File: src/rtl/mipi_rx_link_ctrl.sv
// MIPI CSI-2 receive link controller.
// Sequences D-PHY power-down/reset and PLL lock, then checks frame/line
// timing. Also gates a frame-counted capture window.
// Optional build macro MIPI_LINK_STATS_EN: adds a saturating count of
// frame_err_o pulses on err_cnt_o. Without it, err_cnt_o is tied to zero.
module mipi_rx_link_ctrl #(
  parameter int unsigned PD_CYCLES      = 16,
  parameter int unsigned RST_CYCLES     = 64,
  parameter int unsigned TIMEOUT_CYCLES = 1000000,
  parameter int unsigned EXP_LINES      = 480,
  parameter int unsigned EXP_PIXELS     = 640
) (
  input  logic        clk_pixel_i,
  input  logic        reset_i,
  input  logic        enable_i,
  input  logic        pll_lock_i,
  input  logic        fv_i,
  input  logic        lv_i,
  input  logic        capture_req_i,
  input  logic [7:0]  capture_frames_i,
  output logic        dphy_pd_o,
  output logic        dphy_reset_n_o,
  output logic        link_up_o,
  output logic        capture_en_o,
  output logic        capture_busy_o,
  output logic        frame_done_o,
  output logic        frame_err_o,
  output logic [15:0] frame_cnt_o,
  output logic [11:0] line_cnt_o,
  output logic [15:0] err_cnt_o,
  output logic [2:0]  state_o
);

  typedef enum logic [2:0] {
    OFF       = 3'd0,
    PWRDN     = 3'd1,
    RST       = 3'd2,
    WAIT_LOCK = 3'd3,
    SYNC      = 3'd4,
    LIVE      = 3'd5
  } state_t;

  localparam logic [23:0] PD_LAST      = 24'(PD_CYCLES - 1);
  localparam logic [23:0] RST_LAST     = 24'(RST_CYCLES - 1);
  localparam logic [23:0] TIMEOUT_LAST = 24'(TIMEOUT_CYCLES - 1);
  localparam logic [11:0] EXP_L        = 12'(EXP_LINES);
  localparam logic [11:0] EXP_P        = 12'(EXP_PIXELS);

  function automatic logic [11:0] sat_inc12(input logic [11:0] v);
    return (v == 12'hFFF) ? v : v + 12'd1;
  endfunction

  function automatic logic [15:0] sat_inc16(input logic [15:0] v);
    return (v == 16'hFFFF) ? v : v + 16'd1;
  endfunction

  state_t      state, state_nxt;
  logic [23:0] tmr;
  logic        fv_p1, lv_p1;
  logic        fv_rise, fv_fall, lv_rise, lv_fall;
  logic        watch, timeout, live, leave_live;
  logic [11:0] line_run, line_base, line_nxt;
  logic [11:0] pix_run, pix_nxt;
  logic        pix_err, pix_err_nxt;
  logic        frame_end, frame_bad, abort, err_pulse;
  logic        accept;
  logic [7:0]  cap_rem;

  assign fv_rise = fv_i & ~fv_p1;
  assign fv_fall = ~fv_i & fv_p1;
  assign lv_rise = lv_i & ~lv_p1;
  assign lv_fall = ~lv_i & lv_p1;

  // The frame-start watchdog runs only while the PHY is out of reset; any
  // fv rise counts as proof of life and restarts it.
  assign watch   = (state == WAIT_LOCK) || (state == SYNC) || (state == LIVE);
  assign timeout = watch && (tmr >= TIMEOUT_LAST) && !fv_rise;
  assign live    = (state == LIVE);

  // Next-state selection; disable outranks timeout, which outranks the rest
  always_comb begin
    state_nxt = state;
    case (state)
      OFF:       if (enable_i) state_nxt = PWRDN;
      PWRDN:     if (tmr >= PD_LAST) state_nxt = RST;
      RST:       if (tmr >= RST_LAST) state_nxt = WAIT_LOCK;
      WAIT_LOCK: if (pll_lock_i) state_nxt = SYNC;
      SYNC:      if (fv_rise) state_nxt = LIVE;
      LIVE:      if (!pll_lock_i) state_nxt = PWRDN;
      default:   state_nxt = OFF;
    endcase
    if (timeout) state_nxt = PWRDN;
    if (!enable_i) state_nxt = OFF;
  end

  assign leave_live = live && (state_nxt != LIVE);

  // Line and pixel accounting for the frame currently on the wire
  always_comb begin
    line_base = fv_rise ? 12'd0 : line_run;
    line_nxt  = line_base;
    if (live && lv_rise) line_nxt = sat_inc12(line_base);

    pix_nxt = pix_run;
    if (live && lv_rise)   pix_nxt = 12'd1;
    else if (live && lv_i) pix_nxt = sat_inc12(pix_run);

    pix_err_nxt = fv_rise ? 1'b0 : pix_err;
    if (live && lv_fall && (pix_run != EXP_P)) pix_err_nxt = 1'b1;
  end

  // A frame aborted by leaving LIVE reports an error instead of completing
  assign frame_end = live && fv_fall && !leave_live;
  assign frame_bad = (line_nxt != EXP_L) || pix_err_nxt;
  assign abort     = leave_live && (fv_p1 || fv_i);
  assign err_pulse = (frame_end && frame_bad) || abort;
  assign accept    = live && !capture_busy_o && capture_req_i &&
                     (capture_frames_i != 8'd0);

  // State register, hold timer and registered PHY control outputs
  always_ff @(posedge clk_pixel_i) begin
    if (reset_i) begin
      state          <= OFF;
      tmr            <= '0;
      dphy_pd_o      <= 1'b1;
      dphy_reset_n_o <= 1'b0;
      link_up_o      <= 1'b0;
    end else begin
      state <= state_nxt;
      if ((state_nxt != state) || (watch && fv_rise) || (state == OFF))
        tmr <= '0;
      else
        tmr <= tmr + 24'd1;
      dphy_pd_o      <= (state_nxt == OFF) || (state_nxt == PWRDN);
      dphy_reset_n_o <= (state_nxt == WAIT_LOCK) || (state_nxt == SYNC) ||
                        (state_nxt == LIVE);
      link_up_o      <= (state_nxt == LIVE);
    end
  end

  // Edge history, frame counters and frame status pulses
  always_ff @(posedge clk_pixel_i) begin
    if (reset_i) begin
      fv_p1        <= 1'b0;
      lv_p1        <= 1'b0;
      line_run     <= '0;
      pix_run      <= '0;
      pix_err      <= 1'b0;
      frame_done_o <= 1'b0;
      frame_err_o  <= 1'b0;
      frame_cnt_o  <= '0;
      line_cnt_o   <= '0;
    end else begin
      fv_p1        <= fv_i;
      lv_p1        <= lv_i;
      line_run     <= line_nxt;
      pix_run      <= pix_nxt;
      pix_err      <= pix_err_nxt;
      frame_done_o <= frame_end;
      frame_err_o  <= err_pulse;
      if (frame_end) begin
        line_cnt_o  <= line_nxt;
        frame_cnt_o <= frame_cnt_o + 16'd1;
      end
    end
  end

  // Capture window: armed on accept, opens on the next frame start and
  // closes when the requested number of frames has ended
  always_ff @(posedge clk_pixel_i) begin
    if (reset_i || leave_live) begin
      capture_busy_o <= 1'b0;
      capture_en_o   <= 1'b0;
      cap_rem        <= '0;
    end else if (live) begin
      if (accept) begin
        capture_busy_o <= 1'b1;
        cap_rem        <= capture_frames_i;
      end else if (capture_busy_o && !capture_en_o && fv_rise) begin
        capture_en_o <= 1'b1;
      end else if (capture_en_o && fv_fall) begin
        if (cap_rem == 8'd1) begin
          capture_en_o   <= 1'b0;
          capture_busy_o <= 1'b0;
          cap_rem        <= '0;
        end else begin
          cap_rem <= cap_rem - 8'd1;
        end
      end
    end
  end

`ifdef MIPI_LINK_STATS_EN
  logic [15:0] err_total;

  // Lifetime count of error pulses, cleared only by reset
  always_ff @(posedge clk_pixel_i) begin
    if (reset_i)        err_total <= '0;
    else if (err_pulse) err_total <= sat_inc16(err_total);
  end

  assign err_cnt_o = err_total;
`else
  assign err_cnt_o = 16'd0;
`endif

  assign state_o = state;

endmodule
File: config.mk
export PLATFORM = sky130hd
export DESIGN_NAME = mipi_rx_link_ctrl
export DESIGN_NICKNAME = d
export VERILOG_FILES = /design/src/rtl/mipi_rx_link_ctrl.sv
export SDC_FILE = /design/constraint.sdc
export NUM_CORES = 1
export LEC_CHECK = 0
export ABC_AREA = 1
export BUFFER_PORTS_ARGS = -buffer_cell sky130_fd_sc_hd__buf_4
export CAP_MARGIN = 20
export CORE_MARGIN = 5
export CORE_UTILIZATION = 31
export DETAILED_ROUTE_END_ITERATION = 16
export PLACE_DENSITY = 0.53
export SLEW_MARGIN = 10
export SYNTH_ARGS = -nofsm -noshare
export SYNTH_HDL_FRONTEND = slang
export SYNTH_SLANG_ARGS = --single-unit
File: constraint.sdc
create_clock -name clk_pixel_i -period 2.5 [get_ports clk_pixel_i]
set_clock_uncertainty 0.2 [all_clocks]
set_input_delay 0.25 -clock clk_pixel_i [delete_from_list [all_inputs] [get_ports clk_pixel_i]]
set_output_delay 0.25 -clock clk_pixel_i [all_outputs]
set_load 0.01 [all_outputs]
## After elaboration in Yosys (flattened, before gate mapping)

Cells that the tools add are included.

| operators by class | value |
|---|---|
| magnitude comparators | 3 |
| reduce and logical (&&, ||, !) cells | 48 |
| equal/unequal tests | 18 |
| bitwise gates (word level) | 10 |
| $add $sub $neg | 5 |
| mux-type cells | 25 |

Operators with widths:

| operator | number |
|---|---|
| $mux 12 | 3 |
| $mux 8 | 4 |
| $add 12x1->12 const B | 2 |
| $add 24x1->24 const B | 1 |
| $eq 12x12->1 const B | 2 |
| $ge 24x20->1 const B | 1 |
| $ge 24x4->1 const B | 1 |
| $ge 24x6->1 const B | 1 |
| $mux 3 | 7 |
| $logic_and 1x1->1 | 18 |
| $pmux 3 s6 | 1 |
| $add 16x1->16 const B | 1 |
| $eq 3x3->1 const B | 4 |
| $ne 12x10->1 const B | 1 |
| $ne 12x9->1 const B | 1 |
| $logic_or 1x1->1 | 11 |
| $mux 1 | 10 |
| $reduce_bool 2->1 | 5 |
| $eq 3x2->1 const B | 3 |
| $eq 8x1->1 const B | 1 |
| $reduce_and 4->1 | 2 |
| $reduce_bool 8->1 | 1 |
| $sub 8x1->8 const B | 1 |
| $eq 3x1->1 const B | 2 |
| 10 further kinds | 25 |

| storage, ports and cells | value |
|---|---|
| input port bits | 15 |
| word-level logic and storage cells | 127 |
| flip-flop bits (word level) | 97 |
| output and inout bits | 54 |

## Depth between registers and ports, before layout

Gate-level depths: netlist (run 1).

| depth | value |
|---|---|
| depth after elaboration | 13 |
| mapped depth | 17 |
| depth with buffers taken out | 17 |

## Worst setup path before layout (run 1)

No wires, ideal clock.

| timing | value |
|---|---|
| kind | flip-flop to flip-flop |
| from | register fv_p1 |
| to | register frame_err_o |
| library setup time | 0.118 ns |
| arrival | 1.960 ns |
| stages on the path, launching flop included | 15 |
| path buffers | 0 |
| data required time | 2.182 ns |
| path slack | 0.222 ns |
| clock period less this slack | 2.278 ns |
| cells stage by stage | dfxtp_1 > inv_1 > nand2_2 > nand2_1 > inv_1 > ha_1 > nand2_1 > nor2_1 > nand4_2 > nand3_1 > nand2_1 > nor2_1 > nand3_1 > o21bai_1 > nand2_1 |

| between the ends | value |
|---|---|
| cells in the longest elaborated chain, start to end | 12 |
| elaborated cells between the ends (all ways) | 27 |
| classes of those cells | add/sub: 1; eq/ne: 3; mux: 9; bitwise: 3; reduce/logical: 11 |

Ends and longest elaborated chain:

| item | line | source |
|---|---|---|
| from (decl) | 59 | `logic fv_p1, lv_p1;` |
| from (signal assigned) | 154 | `fv_p1 <= fv_i;` |
| branches (longest 11 deep; another with $add 12x1->12) | n/a |  |
| $logic_or 1x1->1 * | 116 | `assign err_pulse = (frame_end && frame_bad) \|\| abort;` |
| to (signal assigned) | 160 | `frame_err_o <= err_pulse;` |
| to (decl) | 27 | `output logic frame_err_o,` |

Mark *: on every way between the ends.
A chain may end at the register's enable or synchronous reset.

## Worst setup path after layout (run 1)

| timing | value |
|---|---|
| from | register tmr[0] |
| to | register frame_cnt_o[0] |

| between the ends | value |
|---|---|
| cells in the longest elaborated chain, start to end | 9 |
| elaborated cells between the ends (all ways) | 14 |
| classes of those cells | order compare: 3; eq/ne: 1; mux: 5; reduce/logical: 5 |

Ends and longest elaborated chain:

| item | line | source |
|---|---|---|
| from (decl) | 58 | `logic [23:0] tmr;` |
| from (signal assigned) | 133 | `tmr <= tmr + 24'd1;` |
| $ge 24x6->1, or another cell as far along | 86 | `RST: if (tmr >= RST_LAST) state_nxt = WAIT_LOCK;` |
| $mux 3, or another cell as far along | 86 |  |
| $pmux 3 s6 or $logic_and 1x1->1 (tied branches) | 83, 77 |  |
| $mux 3 * | 92 | `if (timeout) state_nxt = PWRDN;` |
| $mux 3 * | 93 | `if (!enable_i) state_nxt = OFF;` |
| $ne 3x3->1 * | 96 | `assign leave_live = live && (state_nxt != LIVE);` |
| $logic_and 1x1->1 * | 96 |  |
| $logic_not 1->1 * | 113 | `assign frame_end = live && fv_fall && !leave_live;` |
| $logic_and 1x1->1 * | 113 |  |
| to (signal assigned) | 163 | `frame_cnt_o <= frame_cnt_o + 16'd1;` |
| to (decl) | 28 | `output logic [15:0] frame_cnt_o,` |

Every way passes the cells marked *; elsewhere a longest branch is shown, timed or not.

==> results of run 1 <==
==> timing repair <==
| action | in CTS | in global routing |
|---|---|---|
| setup endpoints to repair | 0 | 39 |
| hold buffers | 9 | 0 |
| hold endpoints to repair | 9 | 0 |
| gates resized for setup | 0 | 14 |
| buffers inserted | 0 | 6 |
==> sequential cells by signal (all words and copies together) (netlist names), 3 cells and up <==
name,cells
frame_cnt_o,16
line_run,12
pix_run,12
line_cnt_o,12
state_o,3
tmr,24
cap_rem,8
==> per-stage QoR <==
stage | power (mW) | setup slack [ns] | setup TNS [ns]
CTS | 3.26 | 0.0432 | 0
global route | 3.34 | -0.0588 | -0.0803
finish | 3.21 | 0.139 | 0
global placement | 1.75 | 0.0754 | 0
detailed placement | 1.75 | 0.0454 | 0
floorplan | 1.70 | 0.222 | 0
==> Yosys cell counts, types with 13 or more instances <==
cell type and instances:
dfxtp_1 97, buf_4 19, nand2_2 14, nand3_1 51, nor3_1 37, nor2_1 105
o21ai_0 28, a21oi_1 36, nand4_1 19, inv_1 80, xor2_1 25, nand2_1 161
xnor2_1 13
==> worst max path at each step <==
stage	startpoint	end	slack (ns)	cells after the start
global route	fv_p1	frame_err_o	-0.06	14
CTS	fv_p1	frame_err_o	0.04	14
detailed placement	fv_i	frame_err_o	0.05	14
finish	tmr[0]	frame_cnt_o[0]	0.14	12
floorplan	fv_p1	frame_err_o	0.22	14
global placement	fv_i	frame_err_o	0.08	14
==> critical path: cells and delay by family, from the launching register on <==
| kind | cells | cell delay [ns] |
|---|---|---|
| buffers and inverters | 2 | 0.30 |
| DFF | 1 | 0.34 |
| adders and majority gates | 1 | 0.19 |
| AOI/OAI and AO/OA | 2 | 0.18 |
| and+or+nand+nor | 7 | 1.03 |
==> routing by layer <==
metal | track usage | routed length [µm] | vias to the layer above
li1 | - | - | 2631
met1 | 0.188 | 6750 | 2199
met2 | 0.209 | 6070 | 78
met3 | 0.0382 | 575 | 15
met4 | 0.0444 | 211 | 0
met5 | 0 | 0 | -
==> where the power goes <==
part	internal [mW]	total [mW]	switching (mW)
logic	0.0636	0.168	0.105
registers	1.55	1.56	0.00519
clock network	0.818	1.49	0.669
==> kinds of logic after synthesis <==
| kind of cell | count (synthesis) | share of synthesized area |
|---|---|---|
| AO/OA/AOI/OAI | 90 | 0.100 |
| XOR/XNOR | 38 | 0.0632 |
| adder cells (fa/ha/maj) | 7 | 0.0166 |
| buffers and inverters | 117 | 0.102 |
| flip-flops | 97 | 0.369 |
| other | 1 | 0.000713 |
| AND/OR/NAND/NOR | 411 | 0.349 |
==> final cells by class <==
type / instances / area share
clock buffers: 10 / 0.0364
clock inverters: 6 / 0.0112
repair buffers: 98 / 0.124
flip-flops and latches: 97 / 0.296
well taps: 220 / 0.0419
inverters: 86 / 0.0499
multi-input cells: 566 / 0.441
==> flow_summary.json, run 1 <==
{
  "placed_area_um2": 6000,
  "wl_per_cell_um": 12.6,
  "hold_viol": 0,
  "root_buffer": "clkbuf_16",
  "cpPeakStageDelay_ns": 0.34,
  "hpwl_um": 9780,
  "reg2regPathDepth": 12,
  "finalMaxSlewViolations": 0,
  "grt_pass1_wl_um": 22100,
  "cp-start-kind": "flip-flop",
  "p_leak_nw": 2.73,
  "grt_overflow_total": 0,
  "seqCellArea_um2": 1940,
  "cp-end-kind": "flip-flop",
  "vias": 4923,
  "first_pass_iters": 4,
  "worstPathArrival_ns": 2.41,
  "rsz0062_at_grt": "true",
  "setup_violations": 0,
  "synthArstFlopShare": 0,
  "syn_area_per_cell_um2": 6.92,
  "vias_per_cell": 4.55,
  "clkLatencyLatePin_ns": 0.36,
  "ios": 69,
  "yosysUniqueCellTypes": 43,
  "yosys_warnings": 0,
  "synth_cells": 761,
  "cts_tree": "built",
  "syn2layout_area_growth_pct": 24.9,
  "ys_seq_area_frac": 0.369,
  "cts.sinks": 97,
  "final_cells": 1083,
  "multi_input_area_um2": 2900,
  "core_um2": 16600,
  "port_buffers": 52,
  "slowest_stage": "dfxtp_2",
  "fmax_mhz": 424,
  "synth-edff-count": 0,
  "grt_max_degree": 38,
  "synth_seq_cells": 97,
  "final_cell_mix": "nand2_1 (159), nor2_1 (103), dfxtp_1 (96)",
  "status": "finished clean",
  "drv_cap": 0,
  "period_share": 0.944,
  "whs_endpoint": "pix_run[0]",
  "clockBufferDepth": 2,
  "rr_startpoint": "tmr[0]",
  "hp-class": "input pin to flip-flop",
  "synthTopCellsByArea": "dfxtp_1 (37%), nand2_1 (11%), nor2_1 (7.5%)",
  "antenna_found_initial": 0,
  "nFillCells": 1766,
  "placed_cells": 1048,
  "hold_depth": 2,
  "peakVddDrop_uv": 387,
  "grt_pass1_vias": 4529,
  "setup.worst_path.class": "flip-flop to flip-flop",
  "drive_gt1_frac": 0.175,
  "numCtsBuffers": 9,
  "drc": 0,
  "crit_fanout": 9,
  "start_util": 0.316,
  "clkTransAtPathRegs_ns": 0.07,
  "synth_top_flop_cell": "dfxtp_1",
  "worstPathCellList": "ha_2 > nand3_2 > nor2_4 > o211ai_1 > nand3_1 > nand3_2 > nand2_4 > nand2_4 > nor2_8 > buf_4 > buf_6 > a21oi_1",
  "grt_use_total": 0.137,
  "cts_max_level": 3,
  "finalCriticalPeriod_ns": 2.36,
  "syn_area_um2": 5260,
  "final_common_cell": "nand2_1",
  "fin_nets": 880,
  "final_core_util": 0.395,
  "synth_top_area_share": 0.369,
  "yosysTopAreaCell": "dfxtp_1",
  "rr_endpoint": "frame_cnt_o[0]",
  "die_h_um": 140,
  "routed_wirelength_um": 13600,
  "cp.required_ns": 2.55,
  "diodes": 0,
  "powerDensity_nw_per_um2": 489,
  "drtIter0Drc": 297,
  "worstHoldStart": "reset_i",
  "hold_slack_ns": 0.00903,
  "ant_nets": 0,
  "design_area_um2": 6570,
  "die_w_um": 140,
  "place.gp.congestion": 0.813,
  "die_area_um2": 19700,
  "rrSetupSlack_ns": 0.14,
  "fp-row-count": 47
}
Power figures use the tool's default switching activity.
==> run 2: changes to the inputs <==
CTS_BUF_LIST = sky130_fd_sc_hd__clkbuf_4   (was unset)
==> flow_summary.json, run 2 (synthesis gave the netlist of run 1 again) <==
{
  "vias": 4901,
  "ant_nets": 0,
  "core_um2": 16600,
  "status": "finished clean",
  "clkTransAtPathRegs_ns": 0.17,
  "grt.met1_usage": 0.188,
  "top_register": "tmr",
  "grt_pass1_vias": 4525,
  "cts.sinks": 97,
  "start_util": 0.316,
  "syn2layout_area_growth_pct": 22.2,
  "met2_usage": 0.206,
  "drv_cap": 0,
  "finalMaxSlewViolations": 0,
  "drc": 0,
  "ios": 69,
  "routed_wirelength_um": 13400,
  "p_leak_nw": 2.67,
  "vias_per_cell": 4.50,
  "cp-end-kind": "flip-flop",
  "final_common_cell": "nand2_1",
  "fin_nets": 883,
  "hpwl_um": 9780,
  "root_buffer": "clkbuf_4",
  "clkLatencyLatePin_ns": 0.48,
  "die_h_um": 140,
  "rsz0062_at_grt": "true",
  "fp-row-count": 47,
  "grt_max_degree": 38,
  "grt_pass1_wl_um": 22000,
  "port_buffers": 52,
  "final_cell_mix": "nand2_1 (159), nor2_1 (103), dfxtp_1 (95)",
  "final_cells": 1088,
  "grt_use_total": 0.136,
  "die_area_um2": 19700,
  "hold_slack_ns": 0.168,
  "placed_cells": 1048,
  "crit_fanout": 6,
  "period_share": 0.962,
  "powerDensity_nw_per_um2": 411,
  "rrSetupSlack_ns": 0.13,
  "top_regs": "tmr (24), frame_cnt_o (16)",
  "setup.worst_path.class": "input pin to flip-flop",
  "first_pass_iters": 4,
  "top_usage_layer": "met2",
  "clockBufferDepth": 2,
  "place.gp.congestion": 0.813,
  "drtIter0Drc": 265,
  "use_met3": 0.0382,
  "die_w_um": 140,
  "cts_max_level": 3,
  "nFillCells": 1791,
  "cp-start-kind": "input pin",
  "largest_reg_flops": 24,
  "setup_violations": 0,
  "hold_viol": 0,
  "cp.required_ns": 2.69,
  "worstPathArrival_ns": 2.59,
  "numCtsBuffers": 9,
  "setup_tns_ns": 0,
  "grt_overflow_total": 0,
  "finalCriticalPeriod_ns": 2.41,
  "fmax_mhz": 416,
  "hp-class": "input pin to flip-flop",
  "antenna_found_initial": 1,
  "drive_gt1_frac": 0.169,
  "peakVddDrop_uv": 295,
  "cts_tree": "built",
  "wl_per_cell_um": 12.3
}
## run 2: worst max-delay path, stage by stage
cell and delay [ns]:
dlygate4sd3_1 0.56, buf_4 0.16, inv_1 0.06, nor2_1 0.05, nor2_1 0.13, ha_1 0.19
nand2_1 0.07, nor2_2 0.29, nand3_1 0.11, nor2_1 0.15, o21ai_0 0.14, nor2_1 0.15
nand4_1 0.09, o21bai_1 0.12, nand2_1 0.05
## run 2: layer usage
metal	vias up	part of all wire
met4	0	0.013
met5	-	0
met1	2170	0.51
met3	11	0.046
met2	85	0.43
li1	2635	-
## run 2: per-stage QoR
stage                     total power, mW  worst slack, ns   util  area [µm²]
after floorplan                      1.70            0.222      -        5330
after global placement               1.75           0.0754  0.361        6000
after detailed placement             1.75           0.0454  0.361        6000
after CTS                            2.69          0.00773  0.378        6300
after global routing                 2.78          -0.0696  0.386        6430
final                                2.65           0.0939  0.386        6430
## run 2: timing repair
action | in CTS | in global routing
hold endpoints to repair | 25 | 0
gates resized for setup | 0 | 11
buffers inserted | 0 | 4
hold buffers | 15 | 0
endpoints found under the setup margin | 0 | 45
## run 2: path summary, 6_finish.rpt
kind,from,to,depth (start not counted)
max reg2reg,tmr[0],line_cnt_o[9],12
max,fv_i,frame_err_o,15
min reg2reg,tmr[0],tmr[0],1
min,capture_req_i,capture_en_o,7
## run 2: final cells by class
cell class	instances	area [µm²]	share of cell area
antenna	2	5.00	0.000779
inverter	86	325	0.0506
timing repair buffer	101	847	0.132
multi-input combinational	566	2890	0.449
tap	220	275	0.0428
clock inverter	7	77.6	0.0121
clock buffer	9	67.6	0.0105
sequential	97	1940	0.302
## run 2: where the power goes
part | internal (mW) | leakage, nW | switching, mW
Combinational | 0.0677 | 1.81 | 0.106
Clock | 0.316 | 0.0725 | 0.595
Sequential | 1.56 | 0.784 | 0.00514
Total | 1.94 | 2.67 | 0.705
==> run 3: changes to the inputs <==
CORE_MARGIN = 2   (was 5)
==> flow_summary.json, run 3 (synthesis gave the netlist of run 1 again) <==
{
  "ant_nets": 0,
  "drtIter0Drc": 222,
  "drv_cap": 0,
  "final_cell_mix": "nand2_1 (159), nor2_1 (97), dfxtp_1 (96)",
  "cpMostUsedCell": "nand2_1",
  "design_area_um2": 6400,
  "endpoint": "frame_err_o",
  "placed_cells": 1044,
  "finalCriticalPeriod_ns": 2.35,
  "top_regs": "tmr (24), frame_cnt_o (16)",
  "root_buffer": "clkbuf_4",
  "fin_nets": 875,
  "grt_max_degree": 38,
  "worstPathCellList": "dlygate4sd3_1 > buf_4 > nand2_2 > buf_6 > nand2_1 > buf_4 > nor2_1 > nand2_1 > nor2_2 > nand2_1 > nand2_1 > nand4_1 > nor2_1 > nand4_1 > o21bai_1 > nand2_1",
  "cts_tree": "built",
  "clockBufferDepth": 2,
  "cts.sinks": 97,
  "drive_gt1_frac": 0.170,
  "grt_use_total": 0.150,
  "core_um2": 16600,
  "largest_reg_flops": 24,
  "vias_per_cell": 4.56,
  "setup_tns_ns": 0,
  "final_core_util": 0.386,
  "crit_fanout": 16,
  "slowest_stage": "dlygate4sd3_1",
  "reg2regPathDepth": 12,
  "final_cells": 1079,
  "cp-end-kind": "flip-flop",
  "fp-row-count": 47,
  "clkTransAtPathRegs_ns": 0.17,
  "start_util": 0.317,
  "rrSetupSlack_ns": 0.18,
  "vias": 4925,
  "cts_max_level": 3,
  "cpPeakStageDelay_ns": 0.55,
  "fmax_mhz": 425,
  "hold_slack_ns": 0.156,
  "antenna_found_initial": 1,
  "syn2layout_area_growth_pct": 21.5,
  "period_share": 0.941,
  "drc": 0,
  "rr_startpoint": "tmr[0]",
  "die_area_um2": 18000,
  "rr_endpoint": "line_cnt_o[0]",
  "top_register": "tmr",
  "p_leak_nw": 2.63,
  "hp-class": "input pin to flip-flop",
  "worstPathArrival_ns": 2.55,
  "numCtsBuffers": 9,
  "hpwl_um": 9640,
  "powerDensity_nw_per_um2": 431,
  "startpoint": "fv_i",
  "first_pass_iters": 4,
  "die_h_um": 134,
  "final_common_cell": "nand2_1",
  "cp-start-kind": "input pin",
  "die_w_um": 134,
  "status": "finished clean",
  "cp.required_ns": 2.70,
  "setup_violations": 0,
  "hold_depth": 7,
  "ios": 69,
  "grt_pass1_wl_um": 21700,
  "port_buffers": 52,
  "wl_per_cell_um": 12.3,
  "hold_viol": 0,
  "rsz0062_at_grt": "true",
  "finalMaxSlewViolations": 0,
  "place.gp.congestion": 0.843,
  "grt_overflow_total": 0,
  "grt_pass1_vias": 4461,
  "clkLatencyLatePin_ns": 0.49,
  "routed_wirelength_um": 13200,
  "placed_area_um2": 5970,
  "peakVddDrop_uv": 225,
  "setup.worst_path.class": "input pin to flip-flop"
}
-- run 3: changes by cell type in the layout (fill, tap and decap cells not counted), sizes merged --
cell	delta
clkbuf	-1
dlygate4sd3	-1
clkinv	-1
diode	-1
buf	-6
bufinv	+1
-- run 3: stage by stage --
step | power [mW] | setup WS, ns
2_1_floorplan | 1.70 | 0.222
3_3_place_gp | 1.75 | 0.0397
3_5_place_dp | 1.75 | 0.0114
4_1_cts | 2.80 | 0.0830
5_1_grt | 2.88 | -0.0262
6_report | 2.75 | 0.147
-- run 3: routing by layer --
| layer | wire length, µm | GRT usage | vias up |
|---|---|---|---|
| met4 | 232 | 0.0567 | 0 |
| met3 | 586 | 0.0227 | 12 |
| met2 | 5740 | 0.228 | 84 |
| met1 | 6670 | 0.215 | 2209 |
| met5 | 0 | 0 | - |
| li1 | - | - | 2620 |
-- run 3: worst max-delay path, delay by kind of cell --
family,cells,cell delay [ns]
AOI/OAI and AO/OA,1,0.13
and+or+nand+nor,11,1.13
buffers and inverters,4,1.04
-- run 3: worst min-delay path by stage --
stage | startpoint | end | slack (ns)
after floorplan | fv_i | fv_p1 | 0.17
after global placement | tmr[0] | tmr[0] | 0.25
after detailed placement | tmr[0] | tmr[0] | 0.25
after CTS | capture_req_i | cap_rem[1] | 0.12
after global routing | capture_req_i | cap_rem[1] | 0.16
final | capture_req_i | cap_rem[1] | 0.16
-- run 3: power by group --
group | switching, mW | total, mW | internal, mW
clock | 0.603 | 1.02 | 0.416
sequential | 0.00488 | 1.56 | 1.56
combinational | 0.106 | 0.174 | 0.0674
-- run 3: final cells by class --
class | instances | area (µm²)
Fill cell | 1796 | 10200
Inverter | 86 | 323
Antenna cell | 1 | 2.50
Tap cell | 220 | 275
Multi-Input combinational cell | 566 | 2920
Clock buffer | 9 | 67.6
Sequential cell | 97 | 1940
Clock inverter | 7 | 101
Timing Repair Buffer | 93 | 767
-- run 3: timing repair --
item / CTS / global route
hold buffers: 14 / 0
pin swaps: 0 / 4
cloned: 0 / 1
setup buffers: 0 / 3
hold endpoints to repair: 24 / 0
gates resized for setup: 1 / 17
endpoints found under the setup margin: 1 / 45
